[config.mk]
export PLATFORM = sky130hd
export DESIGN_NAME = motor_drv_flat
export DESIGN_NICKNAME = d
export VERILOG_FILES = /design/src/rtl/motor_drv_if.sv /design/src/rtl/motor_drv.sv /design/src/flat_wrapper.sv
export SDC_FILE = /design/constraint.sdc
export NUM_CORES = 1
export LEC_CHECK = 0
export ABC_AREA = 1
export BUFFER_PORTS_ARGS = -buffer_cell sky130_fd_sc_hd__clkbuf_2
export CORE_MARGIN = 2
export CORE_UTILIZATION = 30
export CTS_CLUSTER_DIAMETER = 150
export DETAILED_ROUTE_END_ITERATION = 10
export GPL_TIMING_DRIVEN = 1
export SLEW_MARGIN = 30
export SYNTH_ARGS = -nofsm -noshare
export SYNTH_HDL_FRONTEND = slang
export SYNTH_SLANG_ARGS = --single-unit
[constraint.sdc]
create_clock -name clk -period 4.5 [get_ports clk]
set_input_delay 0.9 -clock clk [delete_from_list [all_inputs] [get_ports clk]]
set_output_delay 0.9 -clock clk [all_outputs]
set_load 0.005 [all_outputs]
[src/rtl/motor_drv_if.sv]
// Bridge-side bundle of motor_drv: direction command in, bridge pins, PWM enables and dead-time flag out.
// The controller/bench drives through master; the driver stage sits on slave.
interface motor_drv_if;
    logic [3:0] motor;
    logic [3:0] br_in;
    logic       ena;
    logic       enb;
    logic       busy;

    modport master (output motor, input br_in, ena, enb, busy);
    modport slave  (input motor, output br_in, ena, enb, busy);
endinterface

[src/rtl/motor_drv.sv]
// Dual H-bridge driver: per-wheel direction FSM, ramped shared-counter PWM, dead-time on polarity change.
// Latency: motor -> br_in 3 edges, -> ena/enb 4 edges; no backpressure, command is level-sampled every cycle.
module motor_drv #(
    parameter int PWM_DIV   = 1000,
    parameter int DUTY_MAX  = 800,
    parameter int RAMP_STEP = 20,
    parameter int RAMP_DIV  = 50000,
    parameter int DEAD_CYC  = 5000
) (
    input  logic        clk,
    input  logic        rst_n,
    motor_drv_if.slave  bus
);
    localparam int DUTY_W = $clog2(PWM_DIV + 1);
    localparam int RAMP_W = $clog2(RAMP_DIV + 1);
    localparam int DEAD_W = $clog2(DEAD_CYC + 1);

    localparam logic [DUTY_W-1:0] PWM_LAST  = DUTY_W'(PWM_DIV - 1);
    localparam logic [DUTY_W-1:0] DUTY_CEIL = DUTY_W'(DUTY_MAX);
    localparam logic [DUTY_W:0]   STEP_EXT  = (DUTY_W + 1)'(RAMP_STEP);
    localparam logic [RAMP_W-1:0] RAMP_LAST = RAMP_W'(RAMP_DIV - 1);
    localparam logic [DEAD_W-1:0] DEAD_LAST = DEAD_W'(DEAD_CYC - 1);

    localparam logic [1:0] CMD_COAST = 2'b00;
    localparam logic [1:0] CMD_BRAKE = 2'b11;

    typedef enum logic [1:0] {S_IDLE, S_RUN, S_DEAD, S_BRAKE} state_t;

    logic [3:0]        r_sync1;
    logic [3:0]        r_sync2;
    logic [DUTY_W-1:0] r_pwm_cnt;
    logic [RAMP_W-1:0] r_ramp_cnt;
    logic              w_tick;
    logic [1:0]        w_pins [2];
    logic              w_en   [2];
    logic              w_dead [2];

    always_ff @(posedge clk or negedge rst_n) begin
        if (!rst_n) begin
            r_sync1    <= 4'b0000;
            r_sync2    <= 4'b0000;
            r_pwm_cnt  <= '0;
            r_ramp_cnt <= '0;
        end else begin
            r_sync1    <= bus.motor;
            r_sync2    <= r_sync1;
            r_pwm_cnt  <= (r_pwm_cnt == PWM_LAST) ? '0 : r_pwm_cnt + 1'b1;
            r_ramp_cnt <= (r_ramp_cnt == RAMP_LAST) ? '0 : r_ramp_cnt + 1'b1;
        end
    end

    assign w_tick = (r_ramp_cnt == RAMP_LAST);

    for (genvar w = 0; w < 2; w++) begin : g_wheel
        state_t            r_state;
        logic [1:0]        r_dir;
        logic [DUTY_W-1:0] r_duty;
        logic [DEAD_W-1:0] r_dead_cnt;
        logic [1:0]        r_pins;
        logic              r_en;
        logic              r_dead;
        logic [1:0]        w_cmd;
        logic              w_fwd_rev;
        logic [DUTY_W:0]   w_duty_sum;
        logic [DUTY_W-1:0] w_duty_inc;

        assign w_cmd      = r_sync2[2*w +: 2];
        assign w_fwd_rev  = (w_cmd == 2'b10) || (w_cmd == 2'b01);
        // Sum is one bit wider so saturation is detected before any wrap.
        assign w_duty_sum = {1'b0, r_duty} + STEP_EXT;
        assign w_duty_inc = (w_duty_sum > {1'b0, DUTY_CEIL}) ? DUTY_CEIL : w_duty_sum[DUTY_W-1:0];

        always_ff @(posedge clk or negedge rst_n) begin
            if (!rst_n) begin
                r_state    <= S_IDLE;
                r_dir      <= 2'b00;
                r_duty     <= '0;
                r_dead_cnt <= '0;
                r_pins     <= 2'b00;
                r_en       <= 1'b0;
                r_dead     <= 1'b0;
            end else begin
                r_en <= (r_state == S_BRAKE) || ((r_state == S_RUN) && (r_pwm_cnt < r_duty));
                case (r_state)
                    S_IDLE: begin
                        r_duty <= '0;
                        if (w_fwd_rev) begin
                            r_state <= S_RUN;
                            r_dir   <= w_cmd;
                            r_pins  <= w_cmd;
                        end else if (w_cmd == CMD_BRAKE) begin
                            r_state <= S_BRAKE;
                            r_pins  <= 2'b11;
                        end
                    end
                    S_RUN: begin
                        if (w_cmd == r_dir) begin
                            if (w_tick) r_duty <= w_duty_inc;
                        end else begin
                            r_duty <= '0;
                            if (w_cmd == CMD_COAST) begin
                                r_state <= S_IDLE;
                                r_pins  <= 2'b00;
                            end else if (w_cmd == CMD_BRAKE) begin
                                r_state <= S_BRAKE;
                                r_pins  <= 2'b11;
                            end else begin
                                r_state    <= S_DEAD;
                                r_pins     <= 2'b00;
                                r_dead_cnt <= '0;
                                r_dead     <= 1'b1;
                            end
                        end
                    end
                    S_DEAD: begin
                        // Exit decision uses whatever cmd is present at the end; earlier changes are ignored.
                        if (r_dead_cnt == DEAD_LAST) begin
                            r_dead <= 1'b0;
                            r_duty <= '0;
                            if (w_fwd_rev) begin
                                r_state <= S_RUN;
                                r_dir   <= w_cmd;
                                r_pins  <= w_cmd;
                            end else if (w_cmd == CMD_BRAKE) begin
                                r_state <= S_BRAKE;
                                r_pins  <= 2'b11;
                            end else begin
                                r_state <= S_IDLE;
                                r_pins  <= 2'b00;
                            end
                        end else begin
                            r_dead_cnt <= r_dead_cnt + 1'b1;
                        end
                    end
                    S_BRAKE: begin
                        r_duty <= '0;
                        if (w_cmd == CMD_COAST) begin
                            r_state <= S_IDLE;
                            r_pins  <= 2'b00;
                        end else if (w_fwd_rev) begin
                            r_state    <= S_DEAD;
                            r_pins     <= 2'b00;
                            r_dead_cnt <= '0;
                            r_dead     <= 1'b1;
                        end
                    end
                    default: begin
                        r_state <= S_IDLE;
                        r_pins  <= 2'b00;
                        r_duty  <= '0;
                        r_dead  <= 1'b0;
                    end
                endcase
            end
        end

        assign w_pins[w] = r_pins;
        assign w_en[w]   = r_en;
        assign w_dead[w] = r_dead;
    end

    assign bus.br_in = {w_pins[1], w_pins[0]};
    assign bus.ena   = w_en[0];
    assign bus.enb   = w_en[1];
    assign bus.busy  = w_dead[0] | w_dead[1];
endmodule
[src/flat_wrapper.sv]
// flat-port wrapper written by rule: the top's interface ports become plain ports
module motor_drv_flat 
#(
    parameter int PWM_DIV   = 1000,
    parameter int DUTY_MAX  = 800,
    parameter int RAMP_STEP = 20,
    parameter int RAMP_DIV  = 50000,
    parameter int DEAD_CYC  = 5000
)
  (clk, rst_n, bus_motor, bus_br_in, bus_ena, bus_enb, bus_busy);
  motor_drv_if bus_i ();
  input  logic clk;
  input  logic rst_n;
  input wire logic [$bits(bus_i.motor)-1:0] bus_motor;
  output wire logic [$bits(bus_i.br_in)-1:0] bus_br_in;
  output wire logic [$bits(bus_i.ena)-1:0] bus_ena;
  output wire logic [$bits(bus_i.enb)-1:0] bus_enb;
  output wire logic [$bits(bus_i.busy)-1:0] bus_busy;
  assign bus_i.motor = bus_motor;
  assign bus_br_in = bus_i.br_in;
  assign bus_ena = bus_i.ena;
  assign bus_enb = bus_i.enb;
  assign bus_busy = bus_i.busy;
  motor_drv #(.PWM_DIV(PWM_DIV), .DUTY_MAX(DUTY_MAX), .RAMP_STEP(RAMP_STEP), .RAMP_DIV(RAMP_DIV), .DEAD_CYC(DEAD_CYC)) u_core (.clk(clk), .rst_n(rst_n), .bus(bus_i));
endmodule
* After elaboration in Yosys (flattened, before gate mapping)
Cells that the tools add are included.
Storage, ports and cells: output and inout port bits 7, bits of input ports 6, word-level logic and storage cells 177, bits in registers 96
Operators by class: add/subtract/negate cells 6, $lt $le $gt $ge 4, bitwise operators 1, muxes and demuxes 84, reduce and logical (&&, ||, !) cells 26, equality and inequality tests 38
Operators by type and width (number):
- 13-bit 2-to-1 mux | 12
- 10-bit 2-to-1 mux | 9
- 13-bit one-hot mux with 3 select lines | 2
- 2-bit 2-to-1 mux | 36
- 10-bit one-hot mux with 3 select lines | 2
- 2-bit one-hot mux with 4 select lines | 4
- 7-bit AND reduction | 4
- 13-bit by 1-bit adder with 13-bit output (second input constant) | 2
- 13-bit == test (second input constant) | 2
- 10-bit by 5-bit adder with 11-bit output (second input constant) | 2
- 11-bit by 10-bit greater-than comparator with 1-bit output (second input constant) | 2
- 10-bit less-than comparator | 2
- 2-bit inequality test (second input constant) | 10
- 16-bit by 1-bit adder with 16-bit output (second input constant) | 1
- 16-bit == test (second input constant) | 1
- 2-bit == test (second input constant) | 8
- 16-bit 2-to-1 mux | 1
- 1-bit 2-to-1 mux | 14
- 3-bit by 2-bit inequality test with 1-bit output (second input constant) | 4
- 10-bit by 1-bit adder with 10-bit output (second input constant) | 1
- 10-bit == test (second input constant) | 1
- 2-bit by 1-bit == test with 1-bit output (second input constant) | 4
- 2-bit zero test | 4
- 2-bit by 1-bit inequality test with 1-bit output (second input constant) | 4
- 12 further kinds | 27

* Logic depth before layout (Yosys ltp)
Gate-level depths: netlist (run 1).
depth after elaboration 6, gate-level depth with buffers 13, gate-level depth less buffers 13

* Worst setup path before layout (run 1)
OpenSTA, ideal clock, no wires.
path kind reg2reg, from register u_core.r_sync2[0], to register u_core.g_wheel[0].r_dead_cnt[7], setup time 0.117 ns, buffers on the path 1, data arrival time 1.550 ns, path slack 2.833 ns, data required time 4.383 ns, clock period less this slack 1.667 ns, cell stages (with the launch flop) 12, cell sequence dfrtp_1 -> inv_1 -> ha_1 -> inv_1 -> nand3_1 -> nand2_1 -> nor2_1 -> nand2_1 -> nand2_4 -> buf_6 -> nand2_1 -> nand2_1
On the way: longest elaborated chain between the ends 4, elaborated cells between the ends (all ways) 12, classes of those cells eq/ne: 9; reduce/logical: 3
RTL lines:
- start, declared | RTL line motor_drv.sv:30 | logic [3:0] r_sync2;
- start signal, assigned | RTL line motor_drv.sv:46 | r_sync2 <= r_sync1;
- 2-bit == test / 2-bit by 1-bit == test with 1-bit output (equally long branches) | RTL line motor_drv.sv:68 | assign w_fwd_rev = (w_cmd == 2'b10) || (w_cmd == 2'b01);
- 1-bit logical OR | RTL line motor_drv.sv:68
- 2-bit by 1-bit inequality test with 1-bit output (no source line)
- 7-bit AND reduction (no source line) (*)
- end signal, assigned | RTL line motor_drv.sv:132 | r_dead_cnt <= r_dead_cnt + 1'b1;
- end, declared | RTL line motor_drv.sv:58 | logic [DEAD_W-1:0] r_dead_cnt;
Every way passes the cells marked *; elsewhere a longest branch is shown, timed or not. A chain may end at the register's enable or synchronous reset.

* Worst setup path after layout (run 1)
from register u_core.g_wheel[1].r_state[0], to register u_core.g_wheel[1].r_dead_cnt[9]
On the way: longest elaborated chain between the ends 3, elaborated cells between the ends (all ways) 12, classes of those cells eq/ne: 9; mux: 1; reduce/logical: 2
RTL lines:
- start, declared | RTL line motor_drv.sv:55 | state_t r_state;
- start signal, assigned | RTL line motor_drv.sv:75 | r_state <= S_IDLE;
- start signal, assigned | RTL line motor_drv.sv:88 | r_state <= S_RUN;
- start signal, assigned | RTL line motor_drv.sv:92 | r_state <= S_BRAKE;
- 2-bit == test / 2-bit by 1-bit == test with 1-bit output (equally long branches) | RTL line motor_drv.sv:84 | case (r_state)
- 2-bit inequality test (no source line) (tied with other cells)
- 7-bit AND reduction (no source line)
- end signal, assigned | RTL line motor_drv.sv:132
- end, declared | RTL line motor_drv.sv:58
Parallel ways exist; a longest one is shown, timed or not.

==> key figures, run 1 <==
Global routing
  – Gr usage total: 0.123
  – Initial antenna violation count: 0
  – First-pass GRT wire length: 20.0 mm
  – Largest net degree at the start of global routing: 50
  – Vias in the first global route: 4359
  – Total gr overflow: 0

Logic synthesis
  – Cell count after synthesis: 710
  – Cell Area, Synth: 0.00553 mm²
  – Synth Register Bits: 92
  – Yosys warns: 0
  – Sequential share of the synthesized area: 0.417
  – Syn avg cell area: 7.78 µm²
  – Synth unique cells: 35
  – Syn Nets: 748

Pwr
  – Leakage: 2.90 nW
  – Max rail drop VDD: 0.249 mV
  – Power per Cell Area: 395 mW/mm²
  – Pwr Total: 2.43 mW

Routing
  – Initial DRT Pass Iterations: 5
  – Vias: 4485
  – Via density: 4.66
  – Final WL: 11.2 mm
  – Wire length per cell: 11.6 µm
  – Final ANT Viol Nets: 0
  – Drt initial violations: 227
  – DRC: 0

Clock network
  – CTS sink cnt: 92
  – Number of CTS-inserted buffers: 9
  – Cts hold-fix bufs: 0
  – Postcts setup bufs: 0
  – CTS max path bufs: 2
  – TritonCTS clock tree: built
  – Clock transition at path regs: 70 ps
  – Post-CTS sizing: 0
  – Root Buffer: clkbuf_16
  – # H-tree levels: 3
  – Worst skew pair latency: 360 ps

Setup path
  – Critical path type: register to register
  – CP Capture Type: register
  – Req. time, crit path: 4780 ps
  – CP Launch Type: register
  – Reg2Reg Depth: 7
  – Critical-path maximum fanout: 13
  – Critical Path AT: 2600 ps

Placed design
  – Inst Count DP: 947
  – DP HPWL: 8.31 mm
  – Quantity of I/O buffers inserted on ports: 12
  – GPL Wtd Cong: 0.823
  – Post-DP Area: 0.00585 mm²

Floorplanning
  – Initial core utilization: 0.307
  – I/O Pins: 13
  – Core area: 0.0180 mm²
  – Die width: 140 µm
  – Die Footprint: 0.0195 mm²
  – Row cnt: 49
  – Die Y: 140 µm

Timing
  – Setup_tns: 0 ps
  – Minimum hold slack: 351 ps
  – Min cycle time layout: 2320 ps
  – Period Utilization, post-route: 0.515
  – Final Hold Fails: 0
  – Max Clock Freq: 431 MHz
  – Final setup viols: 0
  – Final Slew Violations: 0
  – Least-Margin Pin Slew: 760 ps
  – Clock Skew: 13.0 ps
  – RSZ-0062 raised after global routing: no
  – Slew margin rel.: 0.492

Min path
  – Hold Path Class: register to register
  – Hold path cells: 0

Flow run
  – Max-cap viol count: 0

Finish
  – ANT cells: 0
  – Share of cells above drive strength 1: 0.104
  – Nets: 767
  – Cell area after layout: 0.00616 mm²
  – Layout Cells excl Fill: 963
  – Area Overhead vs Synth: 11.5%

Outcome
  – Status: completed
[state kept, by name, indices dropped and copies added (netlist names)]
signal,cells
u_core.bus.enb,1
u_core.bus.ena,1
u_core.g_wheel.r_duty,16
u_core.g_wheel.r_dir,4
u_core.g_wheel.r_state,4
u_core.r_sync1,4
u_core.g_wheel.r_pins,4
u_core.r_sync2,4
u_core.g_wheel.r_dead,2
u_core.g_wheel.r_dead_cnt,26
u_core.r_pwm_cnt,10
u_core.r_ramp_cnt,16
[metal layers]
metal,up-vias,global-route usage,share of wire
met1,2066,0.170,0.52
li1,2356,-,-
met3,5,0.0330,0.034
met4,0,0.0274,0.0070
met5,-,0,0
met2,58,0.194,0.44
[worst max-delay path: stages, from the launching register on]
cell,delay [ps]
dfrtp_1,450
nor2_1,620
clkinv_1,480
nor2_1,220
nor2_2,140
inv_1,180
nand2_1,60
o21ai_1,80
[cell usage in the layout, fill, tap and decap left out, types with 11 or more instances in the layout]
cell type  instances
nand2_1          184
dfrtp_1           92
inv_1             89
nor2_1            51
nand3_1           50
o21ai_0           42
ha_1              32
nor3_1            25
a21oi_1           25
xor2_1            21
nand4_1           15
o21ai_1           13
clkbuf_2          11
[final cells by class]
type | count | area [µm²]
fill | 1939 | 11900
multi-input combinational | 514 | 2810
sequential | 92 | 2300
inverter | 99 | 373
tap | 229 | 287
clock buffer | 10 | 239
clock inverter | 6 | 77.6
timing repair buffer | 13 | 70.1
[path summary, 6_finish.rpt]
check / start / to / slack, ps
max: u_core.g_wheel[1].r_state[0]$_DFFE_PN0P_ / u_core.g_wheel[1].r_dead_cnt[9]$_DFFE_PN0P_ / 2180
min reg2reg: u_core.r_sync1[0]$_DFF_PN0_ / u_core.r_sync2[0]$_DFF_PN0_ / 350
max in group asynchronous: rst_n / u_core.g_wheel[0].r_duty[2]$_DFFE_PN0P_ / 2930
min in group asynchronous: rst_n / u_core.g_wheel[1].r_dead_cnt[6]$_DFFE_PN0P_ / 570
min: u_core.r_sync1[0]$_DFF_PN0_ / u_core.r_sync2[0]$_DFF_PN0_ / 350
max reg2reg: u_core.g_wheel[1].r_state[0]$_DFFE_PN0P_ / u_core.g_wheel[1].r_dead_cnt[9]$_DFFE_PN0P_ / 2180
[stage by stage]
stage / setup WS, ps / utilization
4_1_cts: 2110 / 0.342
5_1_grt: 1990 / 0.342
2_1_floorplan: 2830 / -
6_report: 2180 / 0.342
3_3_place_gp: 2250 / 0.324
3_5_place_dp: 2120 / 0.324
[cells by family (layout without fill, tap and decap cells)]
family | count (synthesis) | in the layout | synth area share
fa+ha+maj | 32 | 32 | 0.0724
flops | 92 | 92 | 0.417
buf+inv | 104 | 128 | 0.0743
simple gates | 359 | 359 | 0.296
compound gates | 97 | 97 | 0.0994
xor+xnor | 26 | 26 | 0.0412
[power breakdown]
part           internal [mW]  total, mW  switching [mW]
clock                  0.458      0.804           0.347
combinational          0.183      0.628           0.445
sequential             0.915       1.00          0.0858
[synthesized netlist by cell type, drive strengths merged]
library cell,instances,share of area
nand2,191,0.13
inv,97,0.066
dfrtp,92,0.42
o21ai,61,0.059
nor2,59,0.046
nand3,56,0.056
ha,32,0.072
nor3,29,0.030
a21oi,25,0.023
xor2,21,0.033
nand4,15,0.017
o22ai,7,0.011
buf,5,0.0068
xnor2,5,0.0079
or2,3,0.0034
clkinv,2,0.0016
nand3b,2,0.0027
nor3b,2,0.0027
o2111ai,2,0.0032
a221oi,1,0.0016
nor4,1,0.0011
o211ai,1,0.0014
or3,1,0.0020
Note: power is estimated with default switching activity, not from simulation.
==> inputs of run 2 (changes only) <==
clock period = 2.3 ns   (was 4.5 ns; I/O delays follow)
==> run 2 against run 1 <==
  * Sequential cell count unchanged
  * Fmax up 21%
  * Cell count up 0.21%
  * Register-to-register slack worse by 1800 ps
  * Largest cell class unchanged
  * Highest routed layer unchanged
==> key figures, run 2 (synthesized netlist as in run 1, its figures left out) <==
Outcome
  – Status: completed

Timing
  – Setup_tns: 0 ps (unchanged)
  – Final Slew Violations: 0 (unchanged)
  – Max Clock Freq: 522 MHz (+21%)
  – Final Hold Fails: 0 (unchanged)
  – Slew margin rel.: 0.626 (+0.134)
  – Least-Margin Pin Slew: 561 ps (-198 ps)
  – RSZ-0062 raised after global routing: no
  – Clock Skew: 9.87 ps (-3.16 ps)
  – Final setup viols: 0 (unchanged)
  – Min cycle time layout: 1910 ps (-403 ps)
  – Period Utilization, post-route: 0.832 (+0.317)

Finish
  – Nets: 770 (+0.39%)
  – Commonest non-fill, non-tap cell in the layout: nand2_1
  – Area of the multi-input gates: 0.00281 mm² (unchanged)
  – Biggest regs: u_core.g_wheel.r_dead_cnt x26, u_core.g_wheel.r_duty x16, u_core.r_ramp_cnt x16
  – Fillers: 1891 (-2.5%)
  – Largest register FFs: 26 (unchanged)
  – Share of cells above drive strength 1: 0.106 (+0.00244)
  – Area Overhead vs Synth: 12.0%
  – Storage cell area: 0.00230 mm² (unchanged)
  – ANT cells: 0 (unchanged)
  – Largest Register: u_core.g_wheel.r_dead_cnt
  – Most frequent cells in the layout: nand2_1 (184), dfrtp_1 (92), inv_1 (89)

Setup path
  – Req. time, crit path: 2520 ps (-2260 ps)
  – CP Launch Type: register
  – Critical Path AT: 2140 ps (-460 ps)
  – Critical-path maximum fanout: 15 (+2)
  – Critical path type: register to register
  – CP Capture Type: register

Pwr
  – Leakage: 2.91 nW (+0.54%)
  – Power per Cell Area: 765 mW/mm² (+94%)
  – Max rail drop VDD: 0.384 mV (+54%)
  – Pwr Total: 4.74 mW (+95%)

Routing
  – Vias: 4476 (-0.20%)
  – Final ANT Viol Nets: 0 (unchanged)
  – DRC: 0 (unchanged)
  – Drt initial violations: 162 (-29%)
  – Via density: 4.64 (-0.41%)
  – Final WL: 11.0 mm (-2.0%)
  – Wire length per cell: 11.4 µm (-2.2%)
  – Initial DRT Pass Iterations: 4 (-1)

Clock network
  – TritonCTS clock tree: built
  – Postcts setup bufs: 0 (unchanged)
  – CTS sink cnt: 92 (unchanged)
  – Root Buffer: clkbuf_16
  – Worst skew pair latency: 350 ps (about the same)
  – Cts hold-fix bufs: 0 (unchanged)
  – # H-tree levels: 3 (unchanged)
  – CTS max path bufs: 2 (unchanged)
  – Post-CTS sizing: 0 (unchanged)
  – Clock transition at path regs: 70 ps (about the same)
  – Number of CTS-inserted buffers: 9 (unchanged)

Placed design
  – Quantity of I/O buffers inserted on ports: 12 (unchanged)
  – DP HPWL: 8.27 mm (-0.48%)
  – GPL Wtd Cong: 0.807 (-2.0%)

Floorplanning
  – Die Y: 140 µm (unchanged)
  – I/O Pins: 13 (unchanged)
  – Row cnt: 49 (unchanged)
  – Die Footprint: 0.0195 mm² (unchanged)
  – Initial core utilization: 0.307 (unchanged)
  – Die width: 140 µm (unchanged)
  – Core area: 0.0180 mm² (unchanged)

Global routing
  – First-pass GRT wire length: 19.3 mm (-3.4%)
  – Largest net degree at the start of global routing: 41 (-18%)
  – Vias in the first global route: 4286 (-1.7%)
  – Gr usage total: 0.118 (-0.00483)
  – Initial antenna violation count: 0 (unchanged)
  – Total gr overflow: 0 (unchanged)

Flow run
  – Max-cap viol count: 0 (unchanged)

Min path
  – Hold Path Class: input port to async pin
[run 2: cell count changes in the layout (fill, tap and decap cells not counted), sizes merged]
cell / delta
clkbuf: -1
clkinv: +2
inv: -2
buf: +3
[run 2: layout make-up]
| type | count | share of cell area |
|---|---|---|
| Tap cell | 229 | 0.0463 |
| Sequential cell | 92 | 0.372 |
| Multi-Input combinational cell | 514 | 0.454 |
| Inverter | 99 | 0.0602 |
| Clock buffer | 9 | 0.0364 |
| Clock inverter | 6 | 0.0119 |
| Timing Repair Buffer | 16 | 0.0190 |
[run 2: final timing paths]
check	start	end	slack (ps)	cells after the start
min reg2reg	u_core.r_sync1[0]$_DFF_PN0_	u_core.r_sync2[0]$_DFF_PN0_	350	0
max reg2reg	u_core.r_sync2[0]$_DFF_PN0_	u_core.g_wheel[0].r_dead_cnt[0]$_DFFE_PN0P_	390	11
min in group clk	bus_motor[0]	u_core.r_sync1[0]$_DFF_PN0_	220	1
max in group asynchronous	rst_n	u_core.r_ramp_cnt[9]$_DFF_PN0_	1640	2
min	rst_n	u_core.g_wheel[1].r_state[0]$_DFFE_PN0P_	100	1
max	u_core.r_sync2[0]$_DFF_PN0_	u_core.g_wheel[0].r_dead_cnt[0]$_DFFE_PN0P_	390	11
[run 2: where the power goes]
part           internal [mW]  switching [mW]
logic                  0.393           0.877
registers               1.79           0.169
clock network          0.852           0.658
total                   3.03            1.70
[run 2: critical path, stage by stage (launching register included)]
cell and delay, ps:
dfrtp_1 440, inv_1 120, ha_1 310, inv_1 90, nand3_1 100, nand2_1 60
nor2_1 90, nand2_1 110, nand2_4 210, inv_1 120, nand2_1 70, o21ai_0 70
[run 2: per-stage QoR]
step                      area [µm²]  worst slack (ps)  cells   util  hold WS, ps
final                           6190               386    965  0.344          103
after global routing            6190               170    965  0.344          147
after CTS                       6190               389    965  0.344          126
after detailed placement        5890               402    950  0.327          337
after global placement          5890               452    950  0.327          337
after floorplan                 5530               633    710      -          164
[run 2: metal layers]
layer,GRT usage,share of wire
met4,0.0453,0.017
met2,0.190,0.45
met3,0.0213,0.023
met5,0,0
met1,0.159,0.51
